`config.mk`:
```
export PLATFORM = sky130hd
export DESIGN_NAME = add_seq_arbiter_flat
export DESIGN_NICKNAME = d
export VERILOG_FILES = /design/src/rtl/add_seq_arbiter_if.sv /design/src/rtl/add_seq_arbiter.sv /design/src/flat_wrapper.sv
export SDC_FILE = /design/constraint.sdc
export NUM_CORES = 1
export LEC_CHECK = 0
export BUFFER_PORTS_ARGS = -buffer_cell sky130_fd_sc_hd__clkbuf_2
export CORE_ASPECT_RATIO = 0.5
export CORE_MARGIN = 2
export CORE_UTILIZATION = 45
export CTS_CLUSTER_DIAMETER = 120
export DETAILED_ROUTE_END_ITERATION = 16
export PLACE_DENSITY = 0.89
export SYNTH_ARGS = -nofsm -noshare
export SYNTH_HDL_FRONTEND = slang
export SYNTH_SLANG_ARGS = --single-unit
```
`constraint.sdc`:
```
create_clock -name clk -period 17.45 [get_ports clk]
set_input_delay 2.6175 -clock clk [delete_from_list [all_inputs] [get_ports clk]]
set_output_delay 2.6175 -clock clk [all_outputs]
set_load 0.02 [all_outputs]
```
`src/rtl/add_seq_arbiter_if.sv`:
```
// Bundle of requester, shared-adder and response signals for add_seq_arbiter.
// master: the environment (requesters, adder, response consumer).
// slave:  the arbiter/sequencer itself.
interface add_seq_arbiter_if #(
  parameter int WORD_W = 32,
  parameter int NWORDS = 2
);
  localparam int OPW = WORD_W * NWORDS;

  // Requester 0
  logic              req0_valid;
  logic              req0_ready;
  logic [OPW-1:0]    req0_op1;
  logic [OPW-1:0]    req0_op2;
  logic              req0_cin;

  // Requester 1
  logic              req1_valid;
  logic              req1_ready;
  logic [OPW-1:0]    req1_op1;
  logic [OPW-1:0]    req1_op2;
  logic              req1_cin;

  // Shared word adder
  logic [WORD_W-1:0] add_op1;
  logic [WORD_W-1:0] add_op2;
  logic              add_cin;
  logic [WORD_W-1:0] add_result;
  logic              add_cout;

  // Response channel
  logic              rsp_valid;
  logic              rsp_ready;
  logic              rsp_id;
  logic [OPW-1:0]    rsp_result;
  logic              rsp_cout;
  logic              busy;

  modport master (
    output req0_valid, req0_op1, req0_op2, req0_cin,
    input  req0_ready,
    output req1_valid, req1_op1, req1_op2, req1_cin,
    input  req1_ready,
    input  add_op1, add_op2, add_cin,
    output add_result, add_cout,
    input  rsp_valid, rsp_id, rsp_result, rsp_cout, busy,
    output rsp_ready
  );

  modport slave (
    input  req0_valid, req0_op1, req0_op2, req0_cin,
    output req0_ready,
    input  req1_valid, req1_op1, req1_op2, req1_cin,
    output req1_ready,
    output add_op1, add_op2, add_cin,
    input  add_result, add_cout,
    output rsp_valid, rsp_id, rsp_result, rsp_cout, busy,
    input  rsp_ready
  );
endinterface

```
`src/rtl/add_seq_arbiter.sv`:
```
// Round-robin arbiter sequencing one shared WORD_W adder over NWORDS-word additions.
// Latency: accept at T, adder words T+1..T+NWORDS, response valid from T+NWORDS+1.
// Backpressure: response held in DONE until rsp_ready; no request accepted outside IDLE.
module add_seq_arbiter #(
  parameter int WORD_W = 32,
  parameter int NWORDS = 2
) (
  input logic             clk,
  input logic             reset,
  add_seq_arbiter_if.slave bus
);
  localparam int OPW = WORD_W * NWORDS;
  localparam int KW  = (NWORDS > 1) ? $clog2(NWORDS) : 1;

  typedef enum logic [1:0] {IDLE, RUN, DONE} state_t;

  state_t          state_q;
  logic            last_grant_q;
  logic [KW-1:0]   k_q;
  logic            carry_q;
  logic [OPW-1:0]  op1_q;
  logic [OPW-1:0]  op2_q;
  logic            cin_q;
  logic            id_q;
  logic [OPW-1:0]  result_q;
  logic            rsp_valid_q;
  logic            rsp_cout_q;
  logic            busy_q;

  logic            gnt0;
  logic            gnt1;
  logic            take;
  logic [OPW-1:0]  sel_op1;
  logic [OPW-1:0]  sel_op2;
  logic            sel_cin;
  int unsigned     base;

  // Round-robin grant: a lone requester wins, a tie goes to the one not served last
  always_comb begin
    gnt0    = bus.req0_valid & (~bus.req1_valid | last_grant_q);
    gnt1    = bus.req1_valid & (~bus.req0_valid | ~last_grant_q);
    take    = (state_q == IDLE) & ~reset & (gnt0 | gnt1);
    sel_op1 = gnt1 ? bus.req1_op1 : bus.req0_op1;
    sel_op2 = gnt1 ? bus.req1_op2 : bus.req0_op2;
    sel_cin = gnt1 ? bus.req1_cin : bus.req0_cin;
    base    = int'(k_q) * WORD_W;
  end

  // Ready only in IDLE and only for the winner; held low while reset is asserted
  assign bus.req0_ready = (state_q == IDLE) & ~reset & gnt0;
  assign bus.req1_ready = (state_q == IDLE) & ~reset & gnt1;

  // Feed word k of the captured operands to the shared adder; quiet outside RUN
  always_comb begin
    bus.add_op1 = '0;
    bus.add_op2 = '0;
    bus.add_cin = 1'b0;
    if (state_q == RUN) begin
      bus.add_op1 = op1_q[base +: WORD_W];
      bus.add_op2 = op2_q[base +: WORD_W];
      bus.add_cin = (k_q == '0) ? cin_q : carry_q;
    end
  end

  assign bus.rsp_valid  = rsp_valid_q;
  assign bus.rsp_id     = id_q;
  assign bus.rsp_result = result_q;
  assign bus.rsp_cout   = rsp_cout_q;
  assign bus.busy       = busy_q;

  // Sequencer FSM: capture on handshake, one adder word per cycle, hold result until taken
  always_ff @(posedge clk or posedge reset) begin
    if (reset) begin
      state_q      <= IDLE;
      last_grant_q <= 1'b1;
      k_q          <= '0;
      carry_q      <= 1'b0;
      op1_q        <= '0;
      op2_q        <= '0;
      cin_q        <= 1'b0;
      id_q         <= 1'b0;
      result_q     <= '0;
      rsp_valid_q  <= 1'b0;
      rsp_cout_q   <= 1'b0;
      busy_q       <= 1'b0;
    end else begin
      case (state_q)
        IDLE: begin
          if (take) begin
            op1_q        <= sel_op1;
            op2_q        <= sel_op2;
            cin_q        <= sel_cin;
            id_q         <= gnt1;
            last_grant_q <= gnt1;
            k_q          <= '0;
            busy_q       <= 1'b1;
            state_q      <= RUN;
          end
        end
        RUN: begin
          result_q[base +: WORD_W] <= bus.add_result;
          carry_q                  <= bus.add_cout;
          k_q                      <= k_q + KW'(1);
          if (k_q == KW'(NWORDS - 1)) begin
            rsp_cout_q  <= bus.add_cout;
            rsp_valid_q <= 1'b1;
            state_q     <= DONE;
          end
        end
        DONE: begin
          if (bus.rsp_ready) begin
            rsp_valid_q <= 1'b0;
            busy_q      <= 1'b0;
            state_q     <= IDLE;
          end
        end
        default: state_q <= IDLE;
      endcase
    end
  end
endmodule
```
`src/flat_wrapper.sv`:
```
// flat-port wrapper written by rule: the top's interface ports become plain ports
module add_seq_arbiter_flat 
#(
  parameter int WORD_W = 32,
  parameter int NWORDS = 2
)
  (clk, reset, bus_req0_valid, bus_req0_op1, bus_req0_op2, bus_req0_cin, bus_req0_ready, bus_req1_valid, bus_req1_op1, bus_req1_op2, bus_req1_cin, bus_req1_ready, bus_add_op1, bus_add_op2, bus_add_cin, bus_add_result, bus_add_cout, bus_rsp_valid, bus_rsp_id, bus_rsp_result, bus_rsp_cout, bus_busy, bus_rsp_ready);
  add_seq_arbiter_if #(.WORD_W(WORD_W), .NWORDS(NWORDS)) bus_i ();
  input logic clk;
  input logic reset;
  input wire logic [$bits(bus_i.req0_valid)-1:0] bus_req0_valid;
  input wire logic [$bits(bus_i.req0_op1)-1:0] bus_req0_op1;
  input wire logic [$bits(bus_i.req0_op2)-1:0] bus_req0_op2;
  input wire logic [$bits(bus_i.req0_cin)-1:0] bus_req0_cin;
  output wire logic [$bits(bus_i.req0_ready)-1:0] bus_req0_ready;
  input wire logic [$bits(bus_i.req1_valid)-1:0] bus_req1_valid;
  input wire logic [$bits(bus_i.req1_op1)-1:0] bus_req1_op1;
  input wire logic [$bits(bus_i.req1_op2)-1:0] bus_req1_op2;
  input wire logic [$bits(bus_i.req1_cin)-1:0] bus_req1_cin;
  output wire logic [$bits(bus_i.req1_ready)-1:0] bus_req1_ready;
  output wire logic [$bits(bus_i.add_op1)-1:0] bus_add_op1;
  output wire logic [$bits(bus_i.add_op2)-1:0] bus_add_op2;
  output wire logic [$bits(bus_i.add_cin)-1:0] bus_add_cin;
  input wire logic [$bits(bus_i.add_result)-1:0] bus_add_result;
  input wire logic [$bits(bus_i.add_cout)-1:0] bus_add_cout;
  output wire logic [$bits(bus_i.rsp_valid)-1:0] bus_rsp_valid;
  output wire logic [$bits(bus_i.rsp_id)-1:0] bus_rsp_id;
  output wire logic [$bits(bus_i.rsp_result)-1:0] bus_rsp_result;
  output wire logic [$bits(bus_i.rsp_cout)-1:0] bus_rsp_cout;
  output wire logic [$bits(bus_i.busy)-1:0] bus_busy;
  input wire logic [$bits(bus_i.rsp_ready)-1:0] bus_rsp_ready;
  assign bus_i.req0_valid = bus_req0_valid;
  assign bus_i.req0_op1 = bus_req0_op1;
  assign bus_i.req0_op2 = bus_req0_op2;
  assign bus_i.req0_cin = bus_req0_cin;
  assign bus_req0_ready = bus_i.req0_ready;
  assign bus_i.req1_valid = bus_req1_valid;
  assign bus_i.req1_op1 = bus_req1_op1;
  assign bus_i.req1_op2 = bus_req1_op2;
  assign bus_i.req1_cin = bus_req1_cin;
  assign bus_req1_ready = bus_i.req1_ready;
  assign bus_add_op1 = bus_i.add_op1;
  assign bus_add_op2 = bus_i.add_op2;
  assign bus_add_cin = bus_i.add_cin;
  assign bus_i.add_result = bus_add_result;
  assign bus_i.add_cout = bus_add_cout;
  assign bus_rsp_valid = bus_i.rsp_valid;
  assign bus_rsp_id = bus_i.rsp_id;
  assign bus_rsp_result = bus_i.rsp_result;
  assign bus_rsp_cout = bus_i.rsp_cout;
  assign bus_busy = bus_i.busy;
  assign bus_i.rsp_ready = bus_rsp_ready;
  add_seq_arbiter #(.WORD_W(WORD_W), .NWORDS(NWORDS)) u_core (.clk(clk), .reset(reset), .bus(bus_i));
endmodule
```
# Yosys cells after proc, flatten, opt, wreduce, memory -nomap -nowiden
# Cells that the tools add are included.
# totals
regBits	202
inputBits	296
elab_cells	65
# classes
add_sub_neg	2
n_eq_ne	5
n_shift	4
n_mux	19
bitwise_logic	13
n_reduce_logical	10
# op_table
cell	n
64-bit 2-to-1 mux	2
64-bit by 7-bit indexed part select with 32-bit output	2
64-bit bitwise mux	1
32-bit 2-to-1 mux	2
32-bit by 34-bit variable shift with 64-bit output (first input constant)	1
32-bit by 34-bit indexed part select with 64-bit output	1
6-bit negator with 34-bit output	1
3-bit AND reduction	3
1-bit 2-to-1 mux	7
1-bit AND	6
2-bit 2-to-1 mux	3
1-bit case mux with 2 select lines	3
2-bit case mux with 3 select lines	1
2-bit AND reduction	3
2-bit nonzero test	3
2-bit by 1-bit != test with 1-bit output (second input constant)	2
1-bit NOT	4
1-bit OR	3
2-bit by 1-bit equality test with 1-bit output (second input constant)	1
2-bit equality test (second input constant)	1
2-bit zero test	1
2-bit != test (second input constant)	1
1-bit adder (second input constant)	1

# Logic depth before layout (Yosys ltp)
# logic_depth
word_depth	7
depth_mapped	6
depth_no_buf	3

# Worst setup path after synthesis
# OpenSTA, ideal clock, no wires.
# synth_timing
path_kind	input to output
start	in bus_req1_valid
end	out bus_req0_ready
arrival_time_ns	3.503
t_required_ns	14.832
setup_slack_ns	11.330
cell_stages	4
n_path_buf	2
path_cell_list	nor2b_1 > clkbuf_1 > clkbuf_1 > nor3_1
# synth_between
elab_chain_cells	4
# synth_lines
element	line_no	rtl
start, declared	flat_wrapper.sv:16	input wire logic [$bits(bus_i.req1_valid)-1:0] bus_req1_valid;
1-bit NOT	add_seq_arbiter.sv:40	gnt0 = bus.req0_valid & (~bus.req1_valid | last_grant_q);
1-bit OR	add_seq_arbiter.sv:40	
1-bit AND	add_seq_arbiter.sv:40	
1-bit AND	add_seq_arbiter.sv:50	assign bus.req0_ready = (state_q == IDLE) & ~reset & gnt0;
end, declared	flat_wrapper.sv:15	output wire logic [$bits(bus_i.req0_ready)-1:0] bus_req0_ready;
# Every way passes these cells.

# Final worst setup path
# Same ends and word-level chain as after synthesis.

==> flow_summary.yaml <==
synth:
  synth-edff-count: 0
  synthCells: 713
  synth-async-reset-ratio_pct: 100.0
  synth_compound_area_share_pct: 31.44
  ys_seq_area_share_pct: 54.11
  synth_top_family_by_area: "compound AO/OA/AOI/OAI gates"
  synth_cell_types: 32
  netlist_area_mm2: 0.009344
  syn_nets: 1009
  synth_xor_area_share_pct: 0.09373
  avgSynthCellArea_um2: 13.11
  muxShareOfSynthArea_pct: 7.954
  synth-seq-cells: 202
  ys.flop_type: "dfrtp_1"
  synthSimpleGateAreaFrac_pct: 1.111
  ys_warn_count: 0
  synth_fa_ha_area_share_pct: 0
layout:
  final_area_mm2: 0.01213
  fillers: 1665
  fin_util_pct: 59.26
  synthToLayoutAreaGrowth_pct: 29.77
  nets: 1380
  drive_gt1_share_pct: 51.05
placement:
  placed_area_mm2: 0.01148
  dp_slack_ns: 11.27
  dp_hpwl_um: 20490
  io_buffers: 430
  place_congestion: 0.9152
sta:
  worst_pin_slew_ns: 1.071
  slew_headroom_pct: 28.59
  setup_viol: 0
  hold_viol: 0
  fmax_mhz: 161.4
  fin_crit_ns: 6.196
  fin_skew_ns: 0.02281
  setup_ws_ns: 11.25
  setup_tns_ns: 0
  grt_setup_unrepaired: "false"
  final-max-slew-violation-count: 0
  hold_ws_ns: 0.4975
  fin_crit_sh_pct: 35.50
clock_tree:
  insertion_delay_ns: 0.49
  cts.repair.resized: 0
  numCtsBuffers: 19
  cts_setup_buffers: 0
  tritoncts: "built"
  htreeDepth: 1
  hold_buffers: 0
  cts_buffer_depth: 3
  clock-root-buffer: "clkbuf_16"
  clock_sinks: 202
  cts.clk_slew.worst_paths_ns: 0.06
worst_setup_path:
  cp.buffers_inverters: 2
  max_stage_delay_ns: 0.54
  crit_chain: "clkbuf_2, nor2b_4, nor3_1, clkbuf_2"
  reg2reg_depth: 5
  r2r_start: "u_core.state_q[1]$_DFFE_PP0P_"
  worstPathRequired_ns: 14.83
  cp_top_family: "simple AND/OR/NAND/NOR gates"
  crit_top_cell: "clkbuf_2"
  reg2reg_to: "u_core.op2_q[10]$_DFFE_PP0P_"
  crit_fanout: 27
  crit_path_end_kind: "output pin"
  worstPathArrival_ns: 3.58
  slowest_stage: "nor2b_4"
  worstSetupPathType: "input port to output pin"
  crit_path_start_kind: "input port"
  reg2reg_slack_ns: 14.79
routing:
  drt-initial-drc-count: 711
  vias_per_cell: 6.011
  drc_errors: 0
  dr.pass1.iters: 6
  dr_total_vias: 8241
  wirelength_um: 29290
  ant_nets: 0
  routedWlPerCell_um: 21.36
pwr:
  p_per_area_mw_per_mm2: 201.0
  leakage_nw: 5.575
  ir_drop_uv: 135.1
hold_path:
  min_from: "u_core.bus.busy$_DFFE_PP0P_"
  hold_end: "u_core.bus.busy$_DFFE_PP0P_"
  hold_path_depth: 1
  worstHoldPathType: "flip-flop to flip-flop"
grt:
  grt_start_max_net_pins: 140
  antenna_found_initial: 4
  grt_pass1_wl_um: 45470
  overflow: 0
  grt_pass1_vias: 8378
  grtUsageTotal_pct: 25.67
floorplan:
  fp.coreArea_mm2: 0.02046
  die_area_mm2: 0.02200
  ios: 431
  fp-row-count: 37
  initial_utilization_pct: 45.66
  die_height_um: 105.9
  die_w_um: 207.8
outcome:
  status: "finished, final reports clean"
run:
  max-cap-violations: 0
routing by layer:
metal  global-route usage, %  share of wire [%]  up-vias
li1                        -                  -     3686
met2                   42.03                 48      335
met1                   33.93                 42     4134
met4                   8.561                3.0        0
met5                       0                  0        -
met3                   6.056                6.7       86
through the flow:
stage                     instances  total power [mW]
after detailed placement       1336             2.012
after floorplan                 713             1.655
final                          1371             2.437
after CTS                      1368             2.451
after global placement         1336             1.969
after global routing           1370             2.562
state kept, by name, indices dropped and copies added, names as in the netlist:
register,cells
u_core.bus.rsp_result,64
u_core.op1_q,64
u_core.op2_q,64
u_core.state_q,2
u_core.bus.busy,1
u_core.bus.rsp_cout,1
u_core.bus.rsp_id,1
u_core.bus.rsp_valid,1
u_core.carry_q,1
u_core.cin_q,1
u_core.k_q,1
u_core.last_grant_q,1
power breakdown:
part | internal (mW) | total [mW] | leakage (nW) | switching, mW
Clock | 0.247 | 0.425 | 0.305 | 0.178
Sequential | 0.701 | 0.848 | 2.25 | 0.146
Combinational | 0.507 | 1.16 | 3.02 | 0.657
how the worst max path moves through the flow:
stage | from | to | cells after the start
after floorplan | reset | u_core.bus.busy$_DFFE_PP0P_ | 1
after global placement | reset | bus_req0_ready | 4
after detailed placement | reset | bus_req0_ready | 4
after CTS | reset | bus_req0_ready | 4
after global routing | bus_req1_valid | bus_req0_ready | 4
final | bus_req1_valid | bus_req0_ready | 4
cells in the final DEF (no fill, tap or decap), types with 4 or more instances in the layout:
| cell type | Yosys | routed |
|---|---|---|
| clkbuf_2 | 0 | 430 |
| dfrtp_1 | 201 | 201 |
| o32ai_1 | 129 | 129 |
| a2bb2oi_1 | 121 | 121 |
| mux2_2 | 66 | 66 |
| a22o_1 | 65 | 65 |
| clkbuf_16 | 0 | 19 |
| buf_4 | 2 | 12 |
| a2bb2oi_2 | 8 | 8 |
| nor2_1 | 4 | 4 |
| a21oi_1 | 4 | 4 |
| clkbuf_8 | 0 | 4 |
cell usage after synthesis, types with 3 or more instances:
library cell	n	area (um2)
a21oi_1	4	20.02
a22o_1	65	569.3
a2bb2oi_1	121	1060
a2bb2oi_2	8	120.1
buf_2	32	160.2
buf_6	12	135.1
clkbuf_1	44	165.2
dfrtp_1	201	5030
mux2_2	66	743.2
nor2_1	4	15.01
o21ai_0	3	15.01
o32ai_1	129	1130
cell families after synthesis:
group,Yosys count
buffers and inverters,95
and+or+nand+nor,16
DFF,202
AOI/OAI and AO/OA,333
muxes,66
xor gates and xnor gates,1
layout make-up:
type                       count  area, um2  area share, %
multi-input combinational    416       3822          31.52
sequential                   202       5056          41.70
clock inverter                 8      101.3         0.8358
tap                          273      341.6          2.817
antenna                        3      7.507        0.06191
clock buffer                  24      534.3          4.406
inverter                       3      20.02         0.1651
timing repair buffer         442       2242          18.49
(Power assumes the default switching activity.)
